## src/rtl/step_clock_gen.sv

```systemverilog
// rtl/step_clock_gen.sv - debounced single-step / free-run CPU clock generator
//
// Turns a raw, bouncy step push-button into one clean fixed-width clock pulse
// per accepted press. It can also free-run the CPU at a fixed step period.
// A one-cycle step strobe and a wrapping step counter feed the display path.
//
// Ports:
//   clk         in   1        system clock, all logic on the rising edge
//   nRST        in   1        synchronous active-low reset
//   key_in      in   1        raw step button (1 = pressed), asynchronous, bouncy
//   run_sw      in   1        mode switch, asynchronous (0 = manual, 1 = free run)
//   step_clk    out  1        registered CPU clock, HIGH_CYCLES wide per step
//   step_pulse  out  1        one-cycle strobe on the step_clk rising cycle
//   step_count  out  COUNT_W  steps issued since reset, wraps
//   key_state   out  1        debounced key level

module step_clock_gen #(
    parameter int DEBOUNCE_CYCLES = 1_000_000,
    parameter int HIGH_CYCLES     = 16,
    parameter int AUTO_PERIOD     = 50_000_000,
    parameter int COUNT_W         = 16
) (
    input  logic               clk,
    input  logic               nRST,
    input  logic               key_in,
    input  logic               run_sw,
    output logic               step_clk,
    output logic               step_pulse,
    output logic [COUNT_W-1:0] step_count,
    output logic               key_state
);

    localparam int DEB_W  = (DEBOUNCE_CYCLES > 1) ? $clog2(DEBOUNCE_CYCLES) : 1;
    localparam int HIGH_W = (HIGH_CYCLES > 1) ? $clog2(HIGH_CYCLES) : 1;
    localparam int PER_W  = (AUTO_PERIOD > 1) ? $clog2(AUTO_PERIOD) : 1;

    localparam logic [DEB_W-1:0]  DEB_LAST  = DEB_W'(DEBOUNCE_CYCLES - 1);
    localparam logic [HIGH_W-1:0] HIGH_LAST = HIGH_W'(HIGH_CYCLES - 1);
    localparam logic [PER_W-1:0]  PER_LAST  = PER_W'(AUTO_PERIOD - 1);

    typedef enum logic [1:0] {
        IDLE         = 2'd0,
        PRESS_WAIT   = 2'd1,
        HELD         = 2'd2,
        RELEASE_WAIT = 2'd3
    } state_t;

    // ------------------------------------------------------------------
    // Two-flop synchronizers for the asynchronous button and switch.
    // rs_prev is one more stage so a change of mode can be detected.
    // ------------------------------------------------------------------
    logic key_meta;
    logic ks;
    logic run_meta;
    logic rs;
    logic rs_prev;

    always_ff @(posedge clk) begin
        if (!nRST) begin
            key_meta <= 1'b0;
            ks       <= 1'b0;
            run_meta <= 1'b0;
            rs       <= 1'b0;
            rs_prev  <= 1'b0;
        end else begin
            key_meta <= key_in;
            ks       <= key_meta;
            run_meta <= run_sw;
            rs       <= run_meta;
            rs_prev  <= rs;
        end
    end

    // ------------------------------------------------------------------
    // Debounce FSM. A new key level is accepted only after the synchronized
    // key has held it through a full DEBOUNCE_CYCLES window; any glitch back
    // to the old level restarts the wait from the stable state.
    // ------------------------------------------------------------------
    state_t           state_q;
    state_t           state_d;
    logic [DEB_W-1:0] cnt_q;
    logic [DEB_W-1:0] cnt_d;
    logic             key_d;
    logic             press_req;

    always_ff @(posedge clk) begin
        if (!nRST) begin
            state_q   <= IDLE;
            cnt_q     <= '0;
            key_state <= 1'b0;
        end else begin
            state_q   <= state_d;
            cnt_q     <= cnt_d;
            key_state <= key_d;
        end
    end

    always_comb begin
        state_d   = state_q;
        cnt_d     = cnt_q;
        key_d     = key_state;
        press_req = 1'b0;
        case (state_q)
            IDLE: begin
                if (ks) begin
                    state_d = PRESS_WAIT;
                    cnt_d   = '0;
                end
            end
            PRESS_WAIT: begin
                if (!ks) begin
                    state_d = IDLE;
                end else if (cnt_q == DEB_LAST) begin
                    state_d   = HELD;
                    key_d     = 1'b1;
                    // Only the IDLE->HELD path requests a step, so holding
                    // the key can never repeat it.
                    press_req = 1'b1;
                end else begin
                    cnt_d = cnt_q + 1'b1;
                end
            end
            HELD: begin
                if (!ks) begin
                    state_d = RELEASE_WAIT;
                    cnt_d   = '0;
                end
            end
            RELEASE_WAIT: begin
                if (ks) begin
                    state_d = HELD;
                end else if (cnt_q == DEB_LAST) begin
                    state_d = IDLE;
                    key_d   = 1'b0;
                end else begin
                    cnt_d = cnt_q + 1'b1;
                end
            end
            default: begin
                state_d = IDLE;
                cnt_d   = '0;
            end
        endcase
    end

    // ------------------------------------------------------------------
    // Free-run period counter. It only counts while run mode has been
    // stable for at least one cycle, so entering run mode always starts a
    // full period rather than firing on a stale count.
    // ------------------------------------------------------------------
    logic [PER_W-1:0] pcnt_q;
    logic             auto_hit;

    assign auto_hit = rs && rs_prev && (pcnt_q == PER_LAST);

    always_ff @(posedge clk) begin
        if (!nRST) begin
            pcnt_q <= '0;
        end else if (!rs || !rs_prev || auto_hit) begin
            pcnt_q <= '0;
        end else begin
            pcnt_q <= pcnt_q + 1'b1;
        end
    end

    // Registered request: the mode mux picks exactly one source, so a key
    // press during run mode never reaches the pulse generator.
    logic step_req_q;

    always_ff @(posedge clk) begin
        if (!nRST) begin
            step_req_q <= 1'b0;
        end else begin
            step_req_q <= rs ? auto_hit : press_req;
        end
    end

    // ------------------------------------------------------------------
    // Pulse generator. While step_clk is high every request is dropped;
    // the high counter runs the pulse to completion regardless of mode.
    // ------------------------------------------------------------------
    logic [HIGH_W-1:0] hcnt_q;

    always_ff @(posedge clk) begin
        if (!nRST) begin
            step_clk   <= 1'b0;
            step_pulse <= 1'b0;
            step_count <= '0;
            hcnt_q     <= '0;
        end else if (step_clk) begin
            step_pulse <= 1'b0;
            if (hcnt_q == '0) begin
                step_clk <= 1'b0;
            end else begin
                hcnt_q <= hcnt_q - 1'b1;
            end
        end else if (step_req_q) begin
            step_clk   <= 1'b1;
            step_pulse <= 1'b1;
            hcnt_q     <= HIGH_LAST;
            step_count <= step_count + 1'b1;
        end else begin
            step_pulse <= 1'b0;
        end
    end

endmodule
```

## config.mk

```make
export PLATFORM = sky130hd
export DESIGN_NAME = step_clock_gen
export DESIGN_NICKNAME = d
export VERILOG_FILES = /design/src/rtl/step_clock_gen.sv
export SDC_FILE = /design/constraint.sdc
export NUM_CORES = 1
export LEC_CHECK = 0
export BUFFER_PORTS_ARGS = -buffer_cell sky130_fd_sc_hd__buf_2
export CAP_MARGIN = 40
export CORE_ASPECT_RATIO = 1.75
export CORE_MARGIN = 4
export CORE_UTILIZATION = 50
export CTS_BUF_LIST = sky130_fd_sc_hd__clkbuf_16
export CTS_CLUSTER_SIZE = 12
export DETAILED_ROUTE_END_ITERATION = 10
export GPL_ROUTABILITY_DRIVEN = 0
export PLACE_DENSITY = 0.68
export SLEW_MARGIN = 20
export SYNTH_ARGS = -nofsm -noshare
export SYNTH_HDL_FRONTEND = slang
export SYNTH_SLANG_ARGS = --single-unit
```

## constraint.sdc

```tcl
create_clock -name clk -period 2.36 [get_ports clk]
set_input_delay 0.472 -clock clk [delete_from_list [all_inputs] [get_ports clk]]
set_output_delay 0.472 -clock clk [all_outputs]
set_load 0.05 [all_outputs]
```

Yosys cells after proc, flatten, opt, wreduce, memory -nomap -nowiden:

Cells that the tools add are included.

* latch bits: 0
* input port bits: 4
* memory bits (read-only): 0
* logic and storage cells: 79
* output and inout bits: 19
* bits in writable memories: 0
* memories: 0
* bits in registers: 77

* muxes and demuxes: 28
* $lt $le $gt $ge: 0
* equal/unequal tests: 14
* reductions and logical operators: 17
* shift operators: 0
* bitwise logic cells: 2
* multipliers: 0
* div/mod/pow operators: 0
* $add $sub $neg: 4

Operators with widths (count)
* $mux 20: 5
* $pmux 20 s4: 1
* $add 26x1->26 const B: 1
* $eq 26x26->1 const B: 1
* $add 20x1->20 const B: 1
* $eq 20x20->1 const B: 1
* $add 16x1->16 const B: 1
* $ne 2x2->1 const B: 7
* $mux 2: 6
* $mux 4: 3
* $mux 1: 11
* $pmux 2 s4: 1
* $reduce_and 4->1: 2
* $ne 3x3->1 const B: 2
* $reduce_and 5->1: 1
* $eq 2x2->1 const B: 2
* $logic_not 4->1: 1
* $reduce_and 2->1: 2
* $reduce_bool 2->1: 2
* $reduce_or 2->1: 2
* $sub 4x1->4 const B: 1
* $eq 2x1->1 const B: 1
* $logic_and 1x1->1: 2
* $logic_not 1->1: 2
* 4 further kinds: 6

Depth between registers and ports, before layout:

* depth in word-level cells: 5
* depth in mapped cells: 8
* depth with buffers taken out: 7

Worst setup path after synthesis:

No wires, ideal clock.

* path kind: reg2reg
* start point: register step_count[3]
* end point: register step_count[13]
* slack: 607 ps
* data required time: 2290 ps
* setup time: 70 ps
* period minus slack after synthesis: 1753 ps
* arrival time: 1683 ps
* cell stages (with the launch flop): 6
* path buffers: 0
* path through: dfxtp_1 -> and4_1 -> and2_1 -> nand2_1 -> or3_1 -> a21oi_1

* word-level cells in the longest chain between the ends: 1

Ends and longest elaborated chain
* start: declaration: line 29 `output logic [COUNT_W-1:0] step_count,`
* start signal: assignment: line 201 `step_count <= step_count + 1'b1;`
* $add 16x1->16: line 201

Every way passes these cells.
A chain may end at the register's enable or synchronous reset.

Final worst setup path:

* start point: register cnt_q[0]
* end point: register cnt_q[13]

* word-level cells in the longest chain between the ends: 4
* elaborated cells on any way between the ends: 6
* those cells by class: add/sub (1); eq/ne (1); mux (4)

Ends and longest elaborated chain
* start: declaration: line 81 `logic [DEB_W-1:0] cnt_q;`
* start signal: assignment: line 93 `cnt_q <= cnt_d;`
* $add 20x1->20 or $eq 20x20->1 (tied branches)
* $mux 20 *: line 113, 132
* $mux 20 (on tied branches): line 130, 111
* $pmux 20 s4 *: line 103 `case (state_q)`

Mark *: on every way between the ends. The rest lies on a longest branch, timed or not. The select of a mux whose other input is x is not followed.

==> flow_metrics.env <==
export IMPL_status="completed"
export IMPL_path_delay_family="simple AND/OR/NAND/NOR gates"
export IMPL_die_y_um=120
export IMPL_coreArea_mm2=0.00691
export IMPL_cts_tree="built"
export IMPL_dp_hpwl_um=5200
export IMPL_critPathKind="reg -> reg"
export IMPL_ys_ff_latch=77
export IMPL_slowest_delay_ns=0.46
export IMPL_ir_worst_vdd_v=0.000440
export IMPL_synth_flop_cell="dfxtp_1"
export IMPL_yosysWarnings=0
export IMPL_critPathMaxFanout=17
export IMPL_p_per_area_mw_per_mm2=674
export IMPL_final_core_util_pct=58.6
export IMPL_cts_path_max_buffers=2
export IMPL_dp_slack_ns=0.395
export IMPL_synth_net_count=417
export IMPL_cp_slowest_cell="or4_1"
export IMPL_rows=40
export IMPL_postCtsSetupBuffers=0
export IMPL_setup_violations_final=0
export IMPL_fp_dieW_um=71.9
export IMPL_ys_types=55
export IMPL_grt_pass1_wl_um=13100
export IMPL_fin_crit_ns=1.99
export IMPL_initial_core_util_pct=51.7
export IMPL_synthToLayoutAreaGrowth_pct=13.4
export IMPL_first_global_vias=2986
export IMPL_finalHoldViolations=0
export IMPL_fin_nets=440
export IMPL_critical_path_arrival_ns=2.24
export IMPL_syn_avg_cell_area_um2=8.75
export IMPL_worst_setup_path_start_kind="register"
export IMPL_synth_area_mm2=0.00357
export IMPL_min_path_type="in -> reg"
export IMPL_hold_buffers=0
export IMPL_cts_resized_gates=0
export IMPL_clock_latency_ns=0.33
export IMPL_total_leakage_power_nw=1.43
export IMPL_overflow=0
export IMPL_antenna_cells=0
export IMPL_cp_cell_sequence="ha_1 -> nand2_1 -> or2_1 -> o21bai_4 -> buf_12 -> or4_1 -> o22ai_1"
export IMPL_slew_headroom_pct=66.8
export IMPL_wl_per_cell_um=14.3
export IMPL_path_clk_slew_ns=0.06
export IMPL_synth_top_family_by_area="simple AND/OR/NAND/NOR gates"
export IMPL_routed_via_density=5.63
export IMPL_cp_buffers_inverters=1
export IMPL_post_route_period_util_pct=84.1
export IMPL_worst_pin_slew_ns=0.497
export IMPL_fin_ws_ns=0.375
export IMPL_netlist_instances=408
export IMPL_grt_max_degree=27
export IMPL_grt_antenna_before_repair=0
export IMPL_hold_ws_ns=0.344
export IMPL_worstSetupEndpointType="register"
export IMPL_synthAdderAreaFrac_pct=1.75
export IMPL_maxCapViolations=0
export IMPL_cts_buffers=9
export IMPL_synthArstFlopShare_pct=0
export IMPL_die_area_mm2=0.00861
export IMPL_synth_enable_flop_cells=0
export IMPL_clock_fmax_mhz=504
export IMPL_drv_slew=0
export IMPL_clkSinkCount=77
export IMPL_portBuffers=22
export IMPL_finalSetupTns_ns=0
export IMPL_cts_root_buf="clkbuf_16"
export IMPL_final_antenna_net_count=0
export IMPL_vias=2926
export IMPL_dr_pass1_iters=4
export IMPL_post_route_drc_count=0
export IMPL_synthMuxAreaShare_pct=0.842
export IMPL_h_tree_depth=3
export IMPL_io_pins=23
export IMPL_synth_compound_area_share_pct=8.59
export IMPL_required_ns=2.62
export IMPL_drt_wl_total_um=7430
export IMPL_drive_above_1_share_pct=12.2
export IMPL_drt_initial_drc_count=191
export IMPL_grtUsageTotal_pct=18.8
export IMPL_rsz0062_at_grt="false"
export IMPL_synth_xor_xnor_area_share_pct=10.8
export IMPL_yosysSeqAreaShare_pct=43.2
export IMPL_fin_worst_skew_ns=0.00429
export IMPL_yosys_area_share_simple_pct=30.9
## cell usage after synthesis, types with 6 or more instances
cell type  instances  share of area, %
xnor2_1           21               5.2
nor3_1            10               1.4
clkbuf_1           8              0.84
inv_1             10               1.1
a21oi_1           16               2.2
xor2_1            21               5.2
and2_1             8               1.4
nand4_1           18               3.2
or4_1              6               1.3
nand3_1           26               3.6
dfxtp_1           77                43
and4_1             9               2.2
nor2_1            63               6.6
nor4_1            10               1.8
nand2_1           30               3.2
## layer usage
| layer | routed length [um] | global-route usage, % | up-vias |
|---|---|---|---|
| met3 | 191 | 4.78 | 22 |
| li1 | - | - | 1487 |
| met5 | 0 | 0 | - |
| met4 | 205 | 9.76 | 0 |
| met2 | 4050 | 33.9 | 33 |
| met1 | 2980 | 19.4 | 1384 |
## cell usage in the layout, fill, tap and decap left out, types with 8 or more instances in the layout
cell type / n
a21oi_1: 16
and2_1: 8
and4_1: 9
buf_2: 22
clkbuf_16: 9
dfxtp_1: 77
inv_1: 11
nand2_1: 30
nand3_1: 26
nand4_1: 18
nor2_1: 63
nor3_1: 10
nor4_1: 10
xnor2_1: 21
xor2_1: 21
## logic make-up (layout without fill, tap and decap cells)
| group | after synthesis | in the layout |
|---|---|---|
| simple gates | 206 | 206 |
| buf+inv | 27 | 55 |
| xor+xnor | 43 | 43 |
| flops | 77 | 77 |
| mux | 3 | 3 |
| compound gates | 47 | 47 |
| fa+ha+maj | 5 | 5 |
## metrics by stage
step,cell area [um2],power [mW],cells
after floorplan,3570,1.37,408
after global placement,3750,1.38,504
after detailed placement,3750,1.38,504
after CTS,4050,2.76,520
after global routing,4050,2.81,520
final,4050,2.73,520
## flip-flops by register name, summed over array words and instances, names as in the netlist, named ones only
| signal | cells |
|---|---|
| step_count | 16 |
| state_q | 1 |
| step_clk | 1 |
| step_pulse | 1 |
| rs_prev | 1 |
| step_req_q | 1 |
| cnt_q | 20 |
| rs | 1 |
| run_meta | 1 |
| hcnt_q | 4 |
| pcnt_q | 26 |
| ks | 1 |
| key_meta | 1 |
| key_state | 1 |
## cell type report
| class | count | area, um2 |
|---|---|---|
| inverter | 10 | 37.5 |
| clock buffer | 9 | 225 |
| timing repair buffer | 29 | 175 |
| fill | 651 | 2860 |
| tap | 84 | 105 |
| multi-input combinational | 304 | 1890 |
| clock inverter | 7 | 75.1 |
| sequential | 77 | 1540 |
## worst paths after layout
check           start        end  slack, ns  depth (start not counted)
max          cnt_q[0]  cnt_q[13]       0.37                          7
max reg2reg  cnt_q[0]  cnt_q[13]       0.37                          7
min            key_in   key_meta       0.34                          2
min reg2reg  run_meta         rs       0.44                          1
## report_power, final
part | switching, mW | total (mW) | internal (mW)
logic | 0.0320 | 0.0462 | 0.0142
clock network | 0.552 | 1.38 | 0.824
registers | 0.00254 | 1.31 | 1.30
Power figures use the tool's default switching activity.
